## config.mk

```make
export PLATFORM = sky130hd
export DESIGN_NAME = stall_ctrl
export DESIGN_NICKNAME = d
export VERILOG_FILES = /design/src/rtl/mips_pkg.sv /design/src/rtl/md_busy_cnt.sv /design/src/rtl/stall_ctrl.sv
export SDC_FILE = /design/constraint.sdc
export NUM_CORES = 1
export LEC_CHECK = 0
export ABC_AREA = 0
export CAP_MARGIN = 10
export CORE_MARGIN = 4
export CORE_UTILIZATION = 35
export CTS_CLUSTER_DIAMETER = 60
export DETAILED_ROUTE_END_ITERATION = 6
export MAX_ROUTING_LAYER = met4
export PLACE_DENSITY = 0.63
export REMOVE_ABC_BUFFERS = 1
export SETUP_SLACK_MARGIN = 0.2
export SYNTH_ARGS = -nofsm -noshare
export SYNTH_HDL_FRONTEND = slang
export SYNTH_SLANG_ARGS = --single-unit
export TNS_END_PERCENT = 50
```

## constraint.sdc

```tcl
create_clock -name clk -period 4.1 [get_ports clk]
set_input_delay 0.82 -clock clk [delete_from_list [all_inputs] [get_ports clk]]
set_output_delay 0.82 -clock clk [all_outputs]
set_load 0.005 [all_outputs]
```

## src/rtl/mips_pkg.sv

```systemverilog
// mips_pkg
//   Shared definitions for the MIPS core pipeline control blocks.
//   - TNEW_W and the TUSE_* / TNEW_* stage-distance constants.
//   - Default multiply/divide unit latencies.
//   - hazard_slot_t: per-stage shadow of {valid, destination, Tnew}.
//   - Helpers for Tnew ageing and per-slot hazard matching.
package mips_pkg;

    localparam int TNEW_W = 2;

    // Tuse: cycles until the operand is consumed, counted from D.
    localparam logic [TNEW_W-1:0] TUSE_D = 2'd0;
    localparam logic [TNEW_W-1:0] TUSE_E = 2'd1;
    localparam logic [TNEW_W-1:0] TUSE_M = 2'd2;

    // Tnew: cycles until the result can be bypassed, counted from E.
    localparam logic [TNEW_W-1:0] TNEW_LINK = 2'd0;
    localparam logic [TNEW_W-1:0] TNEW_ALU  = 2'd1;
    localparam logic [TNEW_W-1:0] TNEW_LOAD = 2'd2;

    localparam int MULT_CYCLES_DEF = 5;
    localparam int DIV_CYCLES_DEF  = 10;

    typedef struct packed {
        logic              valid;
        logic [4:0]        a3;
        logic [TNEW_W-1:0] tnew;
    } hazard_slot_t;

    // Tnew ages by one per stage but never goes below zero.
    function automatic logic [TNEW_W-1:0] sat_dec(input logic [TNEW_W-1:0] t);
        return (t == '0) ? '0 : t - TNEW_W'(1);
    endfunction

    // A slot blocks a reader when it will write the register later than
    // the reader needs it. The src != 0 guard lives with the caller.
    function automatic logic slot_hazard(input hazard_slot_t      s,
                                         input logic [4:0]        src,
                                         input logic [TNEW_W-1:0] tuse);
        return s.valid && (s.a3 == src) && (s.tnew > tuse);
    endfunction

endpackage

```

## src/rtl/md_busy_cnt.sv

```systemverilog
// md_busy_cnt
//   Busy countdown for the multiply/divide unit.
//   Ports:
//     clk      in  : rising-edge clock
//     reset_n  in  : asynchronous active-low reset
//     start_E  in  : a valid mult/multu/div/divu sits in E this cycle
//     div_E    in  : the start in E is a divide (selects DIV_CYCLES)
//     md_busy  out : counter non-zero, or a start instruction in E
module md_busy_cnt #(
    parameter int MULT_CYCLES = 5,
    parameter int DIV_CYCLES  = 10,
    parameter int CNT_W       = 4
) (
    input  logic clk,
    input  logic reset_n,
    input  logic start_E,
    input  logic div_E,
    output logic md_busy
);

    logic [CNT_W-1:0] cnt;

    // A start in E reloads the counter even if it has not drained yet.
    always_ff @(posedge clk or negedge reset_n) begin
        if (!reset_n) begin
            cnt <= '0;
        end else if (start_E) begin
            cnt <= div_E ? CNT_W'(DIV_CYCLES) : CNT_W'(MULT_CYCLES);
        end else if (cnt != '0) begin
            cnt <= cnt - CNT_W'(1);
        end
    end

    // The start in E counts as busy so a following md op in D waits
    // before the counter has been loaded.
    assign md_busy = (cnt != '0) || start_E;

endmodule

```

## src/rtl/stall_ctrl.sv

```systemverilog
// stall_ctrl
//   Producer-readiness hazard controller for the 5-stage MIPS pipeline.
//   Keeps shadow {valid, A3, Tnew} slots for E and M, tracks the md unit
//   busy window, and raises stall (hold PC and IF/ID) and flush_E (bubble
//   into ID/EX) in the same cycle the hazard is visible.
//   Ports:
//     clk, reset_n              : clock, asynchronous active-low reset
//     rs_D, rt_D                : source register fields in D
//     use_rs_D, use_rt_D        : instruction in D reads that source
//     Tuse_rs_D, Tuse_rt_D      : cycles until the operand is consumed
//     A3_D, Tnew_D              : destination and Tnew of the instruction in D
//     md_op_D, md_start_D       : md access / md start in D
//     md_div_D                  : start in D is a divide
//     stall, flush_E            : hazard detected (identical signals)
//     md_busy                   : md unit busy
//     stall_cnt                 : saturating count of stalled cycles
module stall_ctrl
    import mips_pkg::*;
#(
    parameter int MULT_CYCLES = MULT_CYCLES_DEF,
    parameter int DIV_CYCLES  = DIV_CYCLES_DEF,
    parameter int CNT_W       = 4,
    parameter int PERF_W      = 16
) (
    input  logic              clk,
    input  logic              reset_n,
    input  logic [4:0]        rs_D,
    input  logic [4:0]        rt_D,
    input  logic              use_rs_D,
    input  logic              use_rt_D,
    input  logic [TNEW_W-1:0] Tuse_rs_D,
    input  logic [TNEW_W-1:0] Tuse_rt_D,
    input  logic [4:0]        A3_D,
    input  logic [TNEW_W-1:0] Tnew_D,
    input  logic              md_op_D,
    input  logic              md_start_D,
    input  logic              md_div_D,
    output logic              stall,
    output logic              flush_E,
    output logic              md_busy,
    output logic [PERF_W-1:0] stall_cnt
);

    hazard_slot_t e_slot;
    hazard_slot_t m_slot;
    logic         e_md_start;
    logic         e_md_div;

    logic         rs_haz;
    logic         rt_haz;
    logic         md_haz;

    always_comb begin
        rs_haz = 1'b0;
        rt_haz = 1'b0;
        if (use_rs_D && (rs_D != 5'd0)) begin
            rs_haz = slot_hazard(e_slot, rs_D, Tuse_rs_D) ||
                     slot_hazard(m_slot, rs_D, Tuse_rs_D);
        end
        if (use_rt_D && (rt_D != 5'd0)) begin
            rt_haz = slot_hazard(e_slot, rt_D, Tuse_rt_D) ||
                     slot_hazard(m_slot, rt_D, Tuse_rt_D);
        end
        md_haz = md_op_D && md_busy;
    end

    assign stall   = rs_haz || rt_haz || md_haz;
    assign flush_E = stall;

    // E takes the D instruction unless stalled, in which case it becomes a
    // bubble. M always ages whatever E held; W needs no tracking.
    always_ff @(posedge clk or negedge reset_n) begin
        if (!reset_n) begin
            e_slot     <= '0;
            m_slot     <= '0;
            e_md_start <= 1'b0;
            e_md_div   <= 1'b0;
        end else begin
            if (stall) begin
                e_slot     <= '0;
                e_md_start <= 1'b0;
                e_md_div   <= 1'b0;
            end else begin
                e_slot.valid <= 1'b1;
                e_slot.a3    <= A3_D;
                e_slot.tnew  <= Tnew_D;
                e_md_start   <= md_start_D;
                e_md_div     <= md_div_D;
            end
            m_slot.valid <= e_slot.valid;
            m_slot.a3    <= e_slot.a3;
            m_slot.tnew  <= sat_dec(e_slot.tnew);
        end
    end

    md_busy_cnt #(
        .MULT_CYCLES (MULT_CYCLES),
        .DIV_CYCLES  (DIV_CYCLES),
        .CNT_W       (CNT_W)
    ) u_md_busy_cnt (
        .clk     (clk),
        .reset_n (reset_n),
        .start_E (e_slot.valid && e_md_start),
        .div_E   (e_md_div),
        .md_busy (md_busy)
    );

    always_ff @(posedge clk or negedge reset_n) begin
        if (!reset_n) begin
            stall_cnt <= '0;
        end else if (stall && (stall_cnt != '1)) begin
            stall_cnt <= stall_cnt + PERF_W'(1);
        end
    end

endmodule

```

; ---- After elaboration in Yosys (flattened, before gate mapping)
; Index checks and enable logic that the tools add are counted.
[word_totals]
ff_bits = 38
latchBits = 0
mem_bits_rw = 0
mem_bits_ro = 0
inputBits = 28
mem_count = 0
[classes]
n_addsub = 3
multipliers = 0
div = 0
order_cmp = 4
n_eq_ne = 5
shifts = 0
n_mux = 9
n_bitwise = 0
n_reduce_logical = 23
[ops]
columns = operator, count
row1 = equality test 5 bit, 4
row2 = adder 16 x 1 -> 16 bit (second input constant), 1
row3 = inequality test 16 bit (second input constant), 1
row4 = logical AND 1 bit, 13
row5 = 2-to-1 mux 4 bit, 3
row6 = nonzero test 5 bit, 2
row7 = greater-than comparator 2 bit, 4
row8 = 2-to-1 mux 8 bit, 1
row9 = logical OR 1 bit, 5
row10 = 2-to-1 mux 1 bit, 4
row11 = nonzero test 4 bit, 1
row12 = subtractor 4 x 1 -> 4 bit (second input constant), 1
row13 = logical NOT 2 bit, 1
row14 = 2-to-1 mux 2 bit, 1
row15 = nonzero test 2 bit, 1
row16 = subtractor 2 x 1 -> 2 bit (second input constant), 1

; ---- Depth between registers and ports, before layout
[depth]
ltp_word = 8
depth_mapped = 11
mapped_depth_nobuf = 9

; ---- Modules after synthesis
; A second synthesis with hierarchy kept.
[unflattened]
hier_cells = 181
hier_area_um2 = 2018.2
[modules_own_cells]
columns = module, n_inst, cells_per_inst, area_per_inst_um2, seq_area_each_um2
row1 = stall_ctrl, 1, 159, 1776.7, 850.8
row2 = md_busy_cnt, 1, 22, 241.5, 100.1

; ---- Worst setup path before layout
; OpenSTA, ideal clock, no wires.
[synth_timing]
path_type = input -> output
from = input Tuse_rs_D[1]
to = output stall
t_arrival_ps = 2427
t_required_ps = 3280
setup_slack_ps = 853
stages = 11
n_path_buf = 3
path_cell_list = inv_1 -> ha_1 -> a21boi_0 -> nand4_1 -> nor4_1 -> o221ai_1 -> and3_1 -> buf_6 -> clkbuf_1 -> inv_1 -> buf_4
[synth_via]
elab_chain_cells = 6
word_cells_on_any_way = 8
classes_between = 2 x order compare / 1 x mux / 5 x reduce/logical
[synth_lines]
columns = item, line_no
row1 = "start, declared", stall_ctrl.sv:31  ; input logic [TNEW_W-1:0] Tuse_rs_D,
row2 = greater-than comparator 2 bit, mips_pkg.sv:40  ; return s.valid && (s.a3 == src) && (s.tnew > tuse);
row3 = logical AND 1 bit, mips_pkg.sv:40
row4 = logical OR 1 bit *, stall_ctrl.sv:57  ; rs_haz = slot_hazard(e_slot, rs_D, Tuse_rs_D) ||
row5 = 2-to-1 mux 1 bit *, stall_ctrl.sv:56  ; if (use_rs_D && (rs_D != 5'd0)) begin
row6 = logical OR 1 bit * (2 in series), stall_ctrl.sv:67  ; assign stall = rs_haz || rt_haz || md_haz;
row7 = "end, declared", stall_ctrl.sv:38  ; output logic stall,
; Mark *: on every way between the ends. The rest lies on a longest branch, timed or not.

; ---- Worst setup path after layout
[layout_timing]
from = input Tuse_rs_D[1]
to = output flush_E
[layout_via]
elab_chain_cells = 6
word_cells_on_any_way = 8
classes_between = 2 x order compare / 1 x mux / 5 x reduce/logical
[layout_lines]
columns = item, line_no
row1 = greater-than comparator 2 bit, mips_pkg.sv:40
row2 = logical AND 1 bit, mips_pkg.sv:40
row3 = logical OR 1 bit *, stall_ctrl.sv:57
row4 = 2-to-1 mux 1 bit *, stall_ctrl.sv:56
row5 = logical OR 1 bit * (2 in series), stall_ctrl.sv:67
row6 = "end, declared", stall_ctrl.sv:39  ; output logic flush_E,
; Marks and branches as above.

==> impl_metrics.env <==
export IMPL_outcome="finished clean"
export IMPL_synth_area_um2=2010
export IMPL_internal_power_uw=840
export IMPL_seq_area_frac_synth_pct=47.2
export IMPL_rows=27
export IMPL_startpoint_type="input port"
export IMPL_hp_class="reg -> reg"
export IMPL_dp_cells=305
export IMPL_hold_ws_ns=0.439
export IMPL_max_freq_mhz=261
export IMPL_die_w_um=83.8
export IMPL_grt_use_total_pct=13.4
export IMPL_cts_sinks=38
export IMPL_ys_types=32
export IMPL_clk_pin_slew_ns=0.07
export IMPL_n_antenna_cell=0
export IMPL_combPwrFrac_pct=32.0
export IMPL_critical_path_required_ns=3.28
export IMPL_power_density_nw_per_um2=460
export IMPL_ant_nets=0
export IMPL_synth_edf_count=0
export IMPL_worst_setup_path_end_kind="primary output"
export IMPL_multiInputGateArea_um2=990
export IMPL_timing_slew_headroom_pct=43.6
export IMPL_ctsHoldBuffers=0
export IMPL_clock_power_share_pct=24.1
export IMPL_start_util_pct=36.3
export IMPL_synth_top_area_share_pct=47.2
export IMPL_sw_frac_of_total_pct=31.1
export IMPL_design_core_area_um2=5540
export IMPL_p_leak_uw=0.00118
export IMPL_port_buffer_count=46
export IMPL_timing_rr_start="m_slot[1]$_DFF_PN0_"
export IMPL_grt_pass1_vias=1594
export IMPL_cts_root_buf="clkbuf_8"
export IMPL_syn_to_final_growth_pct=31.6
export IMPL_reg2reg_slack_ns=1.71
export IMPL_synth_ff_type="dfrtp_1"
export IMPL_synth_async_reset_ratio_pct=100
export IMPL_placed_area_um2=2530
export IMPL_final_min_clock_period_ns=3.84
export IMPL_rsz0062_at_grt="true"
export IMPL_post_route_drc_count=0
export IMPL_drive_gt1_share_pct=5.81
export IMPL_slew_viol_final=0
export IMPL_nFillCells=545
export IMPL_num_nets_final=279
export IMPL_pin_count=47
export IMPL_tns_ns=0
export IMPL_r2r_end="stall_cnt[1]$_DFFE_PN0P_"
export IMPL_post_cts_buffers=0
export IMPL_overflow=0
export IMPL_cts_buffers=5
export IMPL_worst_pin_slew_ns=0.846
export IMPL_finalCritPeriodShare_pct=93.6
export IMPL_worstSetupPathType="in -> out"
export IMPL_drt_wl_total_mm=4.37
export IMPL_cts_tree="yes"
export IMPL_grt_pass1_wl_mm=7.45
export IMPL_synthMostInstantiatedCell="dfrtp_1"
export IMPL_syn_area_per_cell_um2=10.5
export IMPL_fin_skew_ns=0.00618
export IMPL_max_cap_violations=0
export IMPL_layout_cells_non_filler=313
export IMPL_antenna_found_initial=0
export IMPL_hold_violations=0
export IMPL_yosys_top_cells_count="38 x dfrtp_1, 18 x xnor2_1, 18 x xor2_1"
export IMPL_grt_max_degree=39
export IMPL_synthTopCellsByArea="dfrtp_1 47%, xnor2_1 7.8%, xor2_1 7.8%"
export IMPL_synth_warnings=0
export IMPL_clk_latency_ns=0.28
export IMPL_p_seq_share_pct=43.9
export IMPL_postLayoutCellArea_um2=2650
export IMPL_cp_data_arrival_time_ns=3.02
export IMPL_clk_path_buf_depth=2
export IMPL_vias=1549
export IMPL_h_tree_depth=2
export IMPL_ir_drop_uv=329
export IMPL_finalSetupViolCount=0
export IMPL_seq_area_um2=951
export IMPL_post_place_ws_ns=0.150
export IMPL_fin_ws_ns=0.261
export IMPL_dieArea_um2=7030
export IMPL_postSynthCellCount=191
export IMPL_die_h_um=83.8
export IMPL_reg2reg_depth=9
export IMPL_first_iter_violations=53
export IMPL_cp_max_fo=2
export IMPL_yosysTopAreaCell="dfrtp_1"
export IMPL_crit_start="Tuse_rs_D[1]"
export IMPL_post_dp_hpwl_mm=3.25
export IMPL_ys_seq_elements=38
export IMPL_via_per_inst=4.95
export IMPL_dr_pass1_iters=4
export IMPL_place_congestion=0.945
export IMPL_routedWlPerCell_um=14.0
export IMPL_cp_endpoint="flush_E"
export IMPL_net_switching_power_uw=379
final cells by class:
type                            count  area share (%)
Inverter                           12            1.70
Clock buffer                        8            4.16
Multi-Input combinational cell    136            37.4
Tap cell                           72            3.40
Sequential cell                    38            35.9
Timing Repair Buffer               47            17.5
state kept, by name, indices dropped and copies added (netlist names):
name               cells
e_md_div               1
m_slot                 8
u_md_busy_cnt.cnt      4
stall_cnt             16
e_slot                 8
e_md_start             1
power by group through the flow:
stage | Combinational [uW] | Sequential [uW] | Clock (uW)
3_5_place_dp | 391 | 542 | 0
6_report | 390 | 536 | 294
3_3_place_gp | 385 | 543 | 0
2_1_floorplan | 219 | 529 | 0
5_1_grt | 440 | 552 | 330
4_1_cts | 393 | 537 | 309
stage by stage:
stage | utilization [%] | total power [uW]
CTS | 47.6 | 1240
global placement | 45.6 | 928
detailed placement | 45.6 | 933
global route | 47.8 | 1320
finish | 47.8 | 1220
floorplan | - | 748
worst max-delay path, cell delays in order:
cell,delay [ns]
clkdlybuf4s50_1,0.45
inv_1,0.06
ha_1,0.32
a21boi_2,0.15
nand4_1,0.09
nor4_1,0.19
o221ai_1,0.14
and3_1,0.21
inv_1,0.08
clkdlybuf4s50_1,0.50
how the worst min path moves through the flow:
stage / from / to / slack (ns) / cells past startpoint
finish: e_slot[5]$_DFF_PN0_ / m_slot[5]$_DFF_PN0_ / 0.44 / 0
global route: e_slot[5]$_DFF_PN0_ / m_slot[5]$_DFF_PN0_ / 0.47 / 0
CTS: e_slot[0]$_DFF_PN0_ / m_slot[0]$_DFF_PN0_ / 0.44 / 1
detailed placement: e_slot[4]$_DFF_PN0_ / m_slot[4]$_DFF_PN0_ / 0.43 / 0
global placement: e_slot[5]$_DFF_PN0_ / m_slot[5]$_DFF_PN0_ / 0.42 / 0
floorplan: e_slot[7]$_DFF_PN0_ / m_slot[7]$_DFF_PN0_ / 0.41 / 0
timing repair:
| item | in CTS | in global routing |
|---|---|---|
| gates cloned | 0 | 0 |
| endpoints found under the hold margin | 0 | 0 |
| pin swaps | 2 | 0 |
| endpoints found under the setup margin | 2 | 2 |
| gates resized for setup | 0 | 3 |
per-layer routing:
metal  GRT usage (%)  routed length [um]  up-vias
met5               -                   0        -
met4            3.07                  29        0
met3            4.24                 240        5
met2            20.2                2030       47
met1            17.6                2070      751
li1                -                   -      746
kinds of logic (layout without fill, tap and decap cells):
| group | Yosys count | in the layout | synth area share [%] |
|---|---|---|---|
| and+or+nand+nor | 73 | 73 | 20.7 |
| muxes | 2 | 2 | 1.12 |
| xor gates and xnor gates | 36 | 36 | 15.7 |
| adders and majority gates | 11 | 11 | 6.84 |
| DFF | 38 | 38 | 47.2 |
| AOI/OAI and AO/OA | 14 | 14 | 4.35 |
| buffers and inverters | 17 | 67 | 4.10 |
placed cells by master, fill, tap and decap left out, types with 2 or more instances in the layout:
cell and count:
nor4b_1 3, nor2_1 11, xnor2_1 18, nor3_1 2, ha_1 11, inv_1 12
clkbuf_8 8, nor3b_1 2, or4_1 2, nand3_1 10, and2_1 11, nand4_1 6
nor2b_1 2, clkdlybuf4s50_1 45, o221ai_1 2, dfrtp_1 38, a21oi_1 7, nor4_1 3
nand2_1 12, xor2_1 18, and3_1 5
No activity file was read; power rests on OpenSTA's default activity.
